==> config.mk <==
export PLATFORM = sky130hd
export DESIGN_NAME = intpol2_job_sched
export DESIGN_NICKNAME = d
export VERILOG_FILES = /design/src/rtl/intpol2_job_sched.sv
export SDC_FILE = /design/constraint.sdc
export NUM_CORES = 1
export LEC_CHECK = 0
export CAP_MARGIN = 20
export CORE_AREA = 2 2 157 159
export DETAILED_ROUTE_END_ITERATION = 8
export DIE_AREA = 0 0 159 161
export GPL_TIMING_DRIVEN = 1
export PLACE_DENSITY = 0.72
export SKIP_CTS_REPAIR_TIMING = 1
export SLEW_MARGIN = 40
export SYNTH_ARGS = -nofsm -noshare
export SYNTH_HDL_FRONTEND = slang
export SYNTH_SLANG_ARGS = --single-unit
==> constraint.sdc <==
create_clock -name clk -period 5.8 [get_ports clk]
set_input_delay 0.87 -clock clk [delete_from_list [all_inputs] [get_ports clk]]
set_output_delay 0.87 -clock clk [all_outputs]
set_load 0.005 [all_outputs]
==> src/rtl/intpol2_job_sched.sv <==
// Job scheduler for the interpolator core: arbitrates two requesters,
// loads the winning config, starts the core and watches for completion.
module intpol2_job_sched #(
  parameter int unsigned CONFIG_WIDTH = 32,
  parameter int unsigned WDOG_WIDTH   = 16,
  parameter int unsigned WDOG_LIMIT   = 16'hFFFF
) (
  input  logic                        clk,
  input  logic                        rst,
  input  logic [1:0]                  req,
  input  logic [4*CONFIG_WIDTH-1:0]   cfg0_i,
  input  logic [4*CONFIG_WIDTH-1:0]   cfg1_i,
  input  logic [7:0]                  core_status,
  output logic [4*CONFIG_WIDTH-1:0]   core_cfg,
  output logic                        core_start,
  output logic [1:0]                  gnt,
  output logic [1:0]                  job_done,
  output logic                        busy,
  output logic                        owner,
  output logic                        len_err,
  output logic                        wdog_err
);

  localparam int unsigned CFG_W = 4 * CONFIG_WIDTH;
  localparam logic [WDOG_WIDTH-1:0] WDOG_MAX = WDOG_WIDTH'(WDOG_LIMIT);

  typedef enum logic [2:0] {
    IDLE,
    LOAD,
    START,
    WAIT_BUSY,
    WAIT_DONE
  } state_t;

  state_t                  state;
  logic [WDOG_WIDTH-1:0]   wdog;
  logic                    pick;
  logic [CFG_W-1:0]        pick_cfg;
  logic                    ilen_zero;
  logic                    wdog_expired;
  logic                    core_done;
  logic                    core_busy;
  logic                    unused_status;

  assign core_done     = core_status[0];
  assign core_busy     = core_status[1];
  assign unused_status = ^core_status[7:2];
  assign ilen_zero     = (core_cfg[CFG_W-1 -: CONFIG_WIDTH] == '0);
  assign wdog_expired  = (wdog == WDOG_MAX);

  // Round-robin pick: a lone request always wins, a conflict goes to the
  // requester that did not own the previous job.
  always_comb begin
    pick = req[1];
    if (req == 2'b11) begin
      pick = ~owner;
    end
    pick_cfg = pick ? cfg1_i : cfg0_i;
  end

  // Scheduler FSM with registered outputs and watchdog counter.
  always_ff @(posedge clk or posedge rst) begin
    if (rst) begin
      state      <= IDLE;
      core_cfg   <= '0;
      core_start <= 1'b0;
      gnt        <= 2'b00;
      job_done   <= 2'b00;
      busy       <= 1'b0;
      owner      <= 1'b1;
      len_err    <= 1'b0;
      wdog_err   <= 1'b0;
      wdog       <= '0;
    end else begin
      gnt        <= 2'b00;
      core_start <= 1'b0;
      job_done   <= 2'b00;
      len_err    <= 1'b0;
      case (state)
        IDLE: begin
          if (|req) begin
            gnt      <= {pick, ~pick};
            core_cfg <= pick_cfg;
            owner    <= pick;
            busy     <= 1'b1;
            state    <= LOAD;
          end
        end
        LOAD: begin
          if (ilen_zero) begin
            len_err  <= 1'b1;
            job_done <= {owner, ~owner};
            busy     <= 1'b0;
            state    <= IDLE;
          end else begin
            state <= START;
          end
        end
        START: begin
          core_start <= 1'b1;
          wdog       <= '0;
          state      <= WAIT_BUSY;
        end
        WAIT_BUSY: begin
          if (wdog_expired) begin
            wdog_err <= 1'b1;
            job_done <= {owner, ~owner};
            busy     <= 1'b0;
            state    <= IDLE;
          end else begin
            if (wdog != '1) begin
              wdog <= wdog + WDOG_WIDTH'(1);
            end
            // A very short job may show done without ever showing busy.
            if (core_busy || core_done) begin
              state <= WAIT_DONE;
            end
          end
        end
        WAIT_DONE: begin
          if (core_done) begin
            job_done <= {owner, ~owner};
            busy     <= 1'b0;
            state    <= IDLE;
          end else if (wdog_expired) begin
            wdog_err <= 1'b1;
            job_done <= {owner, ~owner};
            busy     <= 1'b0;
            state    <= IDLE;
          end else if (wdog != '1) begin
            wdog <= wdog + WDOG_WIDTH'(1);
          end
        end
        default: begin
          busy  <= 1'b0;
          state <= IDLE;
        end
      endcase
    end
  end

endmodule

==> flow_results.org <==
** Die
- In this run the horizontal extent of the chip is 159 um.
- For this configuration, the core starts out at a cell density of just over 30%.
- Number of standard-cell rows in the floorplan :: 57
- In this run the count of I/O pins placed on the die edge is 405.
- The floorplan step defined a die boundary enclosing 0.0256 mm^2.
- Core area :: approximately 0.024 mm^2
- Die Ht :: 161 um

** Timing
- The final number of max-transition violations was 0.
- For this run, the top clock speed supported by timing is 368 MHz.
- In the finished design, the share of the clock period the worst path needs comes to a little under half.
- The final count of hold timing violations is 0.
- Worst setup skew after layout :: 10.7 ps
- Adding up every negative setup slack in the final design gives 0 ps.
- Setup repair after global routing left no endpoint under its margin.
- Setup violations remaining at the end of the flow were counted as 0.
- Worst slew margin relative to its limit :: 53.9%
- The clock period could shrink to between 2000 and 3000 ps.
- Transition time at the pin with the least slew margin :: 692 ps

** Yosys
- Most area-consuming cells after synthesis :: dfrtp_1 53%, mux2i_1 11%, o21ai_0 9.3%
- Area fraction in and, or, nand and nor cells after synthesis :: 12.5%
- Compound-Gate Fraction of Synth Area :: a little under a fifth
- The mapped netlist covers 0.00726 mm^2.
- Synthesis inferred 156 register bits.
- When the netlist entered floorplanning its net count stood at around 1000.
- The number of different library cells used by synthesis comes to 44.
- Number of instances in the synthesized netlist :: just over 700
- The most used flip-flop cell after synthesis is dfrtp_1.
- The average instance in the mapped netlist occupies 9.98 um^2.
- Adder-Cell Fraction of Synth Area :: less than 1%
- Total of warnings raised by yosys :: 0
- Largest family of logic cells by synthesized area :: compound AO/OA/AOI/OAI gates
- Xor/xnor cell area share of the yosys netlist :: 0%
- After synthesis, the share of flip-flops with an asynchronous set or reset is between 90% and 100%.
- Counting flops with a built-in enable in the synthesized netlist gives 0.
- Share of synthesized area spent on multiplexers :: 11.2%
- Share of Yosys cell area claimed by the top area cell type :: 53.4%
- Summed over all instances, the cell type with the most area after synthesis is dfrtp_1.
- Sequential cells were found to cover between 50 and 60% of the synthesized design area.

** Clocking
- In this run the deepest clock path goes through 2 buffers.
- TritonCTS clock tree :: built
- Cell at the root of the clock tree :: clkbuf_16
- Clock latency on the worst-skew pair, taken at its later pin, is 420 ps.
- After clock tree synthesis, the clock-pin slew on the worst setup and hold paths is 70 ps.
- TritonCTS created 17 clock buffers.
- The tree built by TritonCTS fans out to 156 sinks.
- The H-tree was split into 4 levels.

** Power
- Power Internal :: about 3500 uW
- In this run, flip-flops and latches consume 34.8% of the power.
- Power density normalized to cell area :: between 400 and 500 mW/mm^2
- Per report_power, the combinational group accounts for between 40 and 50% of the total.
- Clock share of power :: a little over a fifth
- Worst-case vdd ir drop :: 0.371 mV
- Leakage power of the design :: 0.00513 uW
- Net switching power of the design :: about 1900 uW
- Of the total power, the share spent switching nets is between 30% and 40%.

** Place
- During placement, the flow inserted port buffers numbering 398.
- The congestion estimate from routability-driven global placement came to 0.820.
- Detailed placement finished with a half-perimeter wire length of ~18 mm.

** Layout
- The net count of the finished layout is 1366.
- Area added between synthesis and finish :: 67.8%
- Antenna cell count :: 0
- Measured on the finished design, the core utilization comes to 50.8%.
- Ratio of cells with drive above 1 in the final layout :: 4.59%
- The multi-input combinational cells in the finished layout cover a total of 0.00310 mm^2.
- The filler cells instantiated in the layout total 2267.
- In the final layout, flip-flops and latches occupy slightly below 0.004 mm^2.

** Setup path
- For the worst setup path, the data arrival time is around 3000 ps.
- STA classifies the critical path startpoint as an input port.
- Type of element capturing the critical path :: flop
- The slowest stage of the critical path belongs to the cell clkdlybuf4s50_1.
- Critical path peak fanout :: between 50 and 60
- Data on the critical path is required at its endpoint by approximately 6000 ps.
- Across all register-to-register paths, the minimum setup slack is 3680 ps.
- Delay of the slowest cell on the worst path :: 570 ps
- By startpoint and endpoint, the worst setup path is classified as input port to flop.
- Cell breakdown of the critical path :: clkdlybuf4s50_1, a21boi_4, buf_4, nor2_4, buf_16, a22oi_1, o21ai_0
- Worst Reg-to-Reg Cells :: 6
- End of the worst register-to-register path :: core_cfg[91]$_DFFE_PP0P_
- Origin of the critical flop-to-flop path :: owner$_DFFE_PP1P_

** Detailed routing
- In this run, the number of DRC markers left after iteration 0 of detailed routing was 353.
- In the detailed route, the total length drawn on met2 is between 10 and 15 mm.
- In the routed layout, each cell is associated on average with a via count of about 4.7.
- Dividing the detail-routed wire length by the instance count gives between 15 and 20 um.
- Vias after detailed routing :: 6807
- Antenna viol nets, final :: 0
- Pre-antenna DRT Iters :: 4
- Routed Wire Length :: 24.3 mm
- In the final routing, the length of wire on met1 measures 9.89 mm.
- The highest metal layer carrying signal wires in the routed design is met4.
- Routed met3 length :: 1.56 mm
- After detailed routing, the number of remaining DRC violations is 0.

** Hold path
- The worst hold path begins at wdog_err$_DFFE_PP0P_.
- The worst hold path terminates at wdog_err$_DFFE_PP0P_.
- In this run the worst hold path is classified as flop to flop.
- Counting instances, the worst hold path has a depth of 1.

** GRT
- Total congestion overflow :: 0
- Vias in the first global route :: just under 7k
- The first global-routing pass estimated 37.2 mm of wire.
- Pin count of the biggest net entering global routing :: 212
- The number of antenna violations at the first check in global routing is 0.
- In the global route stage, overall resource usage came out at 18.5%.

** Run
- Across the run, the number of max-cap violations was 0.

** Status
- Outcome :: finished, final reports clean
==> power groups by stage <==
stage	Sequential (uW)	Combinational, uW	Clock, uW
6_report	1880	2350	1170
5_1_grt	1950	2590	1250
4_1_cts	1880	2370	1200
3_5_place_dp	1900	2360	0
3_3_place_gp	1880	2320	0
2_1_floorplan	1880	941	0
==> per-layer routing <==
layer	GRT usage, %	up-vias
met1	21.9	3158
met5	0	-
li1	-	3360
met3	5.37	30
met4	5.66	0
met2	32.7	259
==> sequential cells by signal, summed over array words and instances (netlist names) <==
signal	count
wdog_err	1
wdog	16
gnt	2
len_err	1
busy	1
core_start	1
core_cfg	128
owner	1
state	3
job_done	2
==> through the flow <==
stage                     instances  cell area, um^2  setup slack (ps)  hold slack, ps  total power (uW)
after floorplan                 727             7260               725             451              2820
after detailed placement       1400            11500              2660             462              4270
after global routing           1434            12200              2990             496              5780
final                          1434            12200              3090             472              5400
after CTS                      1432            12100              3100             481              5450
after global placement         1399            11500              2520             442              4200
==> logic make-up (layout without fill, tap and decap cells) <==
| group | count (synthesis) | count (layout) |
|---|---|---|
| AO/OA/AOI/OAI | 227 | 227 |
| adder cells (fa/ha/maj) | 1 | 1 |
| buffers and inverters | 64 | 447 |
| flip-flops | 156 | 156 |
| multiplexers | 81 | 81 |
| AND/OR/NAND/NOR | 198 | 198 |
==> Yosys cell counts, types with 4 or more instances <==
cell type,count
clkbuf_1,34
o31ai_1,9
nand4_1,7
buf_2,13
a21oi_1,14
buf_6,4
inv_1,7
dfrtp_1,155
nor2_1,12
o21ai_0,135
or4_1,8
mux2i_1,81
nand2_1,136
nand3_1,5
or3_1,4
nor4_1,11
buf_1,6
a22oi_1,47
==> layout make-up <==
cell class,instances,area share [%]
clock buffers,18,3.61
clock inverters,14,1.41
inverters,7,0.257
multi-input cells,507,25.5
flip-flops and latches,156,32.1
well taps,324,3.33
repair buffers,408,33.9
==> worst max-delay path by stage <==
stage	depth (start not counted)	startpoint	end	slack (ps)
after floorplan	1	rst	busy$_DFFE_PP0P_	730
after global placement	6	req[0]	core_cfg[72]$_DFFE_PP0P_	2520
after detailed placement	7	req[1]	core_cfg[91]$_DFFE_PP0P_	2660
after CTS	7	req[1]	core_cfg[91]$_DFFE_PP0P_	3100
after global routing	7	req[1]	core_cfg[91]$_DFFE_PP0P_	2990
final	7	req[1]	core_cfg[87]$_DFFE_PP0P_	3090
==> critical path, delay by kind of cell <==
kind                   cells  cell delay [ps]
AO/OA/AOI/OAI              3              550
buffers and inverters      3             1310
AND/OR/NAND/NOR            1              240
==> cells in the final DEF (no fill, tap or decap), types with 4 or more instances in the layout <==
cell type        count
clkbuf_16           17
nand2_1            136
o21ai_0            135
nor2_1              11
buf_4                6
a21oi_1             14
or4_1                8
a22oi_1             47
clkdlybuf4s50_1    398
inv_6                8
nand3_1              5
dfrtp_1            155
nand4_1              7
inv_1                6
mux2i_1             81
or3_1                4
o31ai_1              9
nor4_1              11
(Power assumes the default switching activity.)
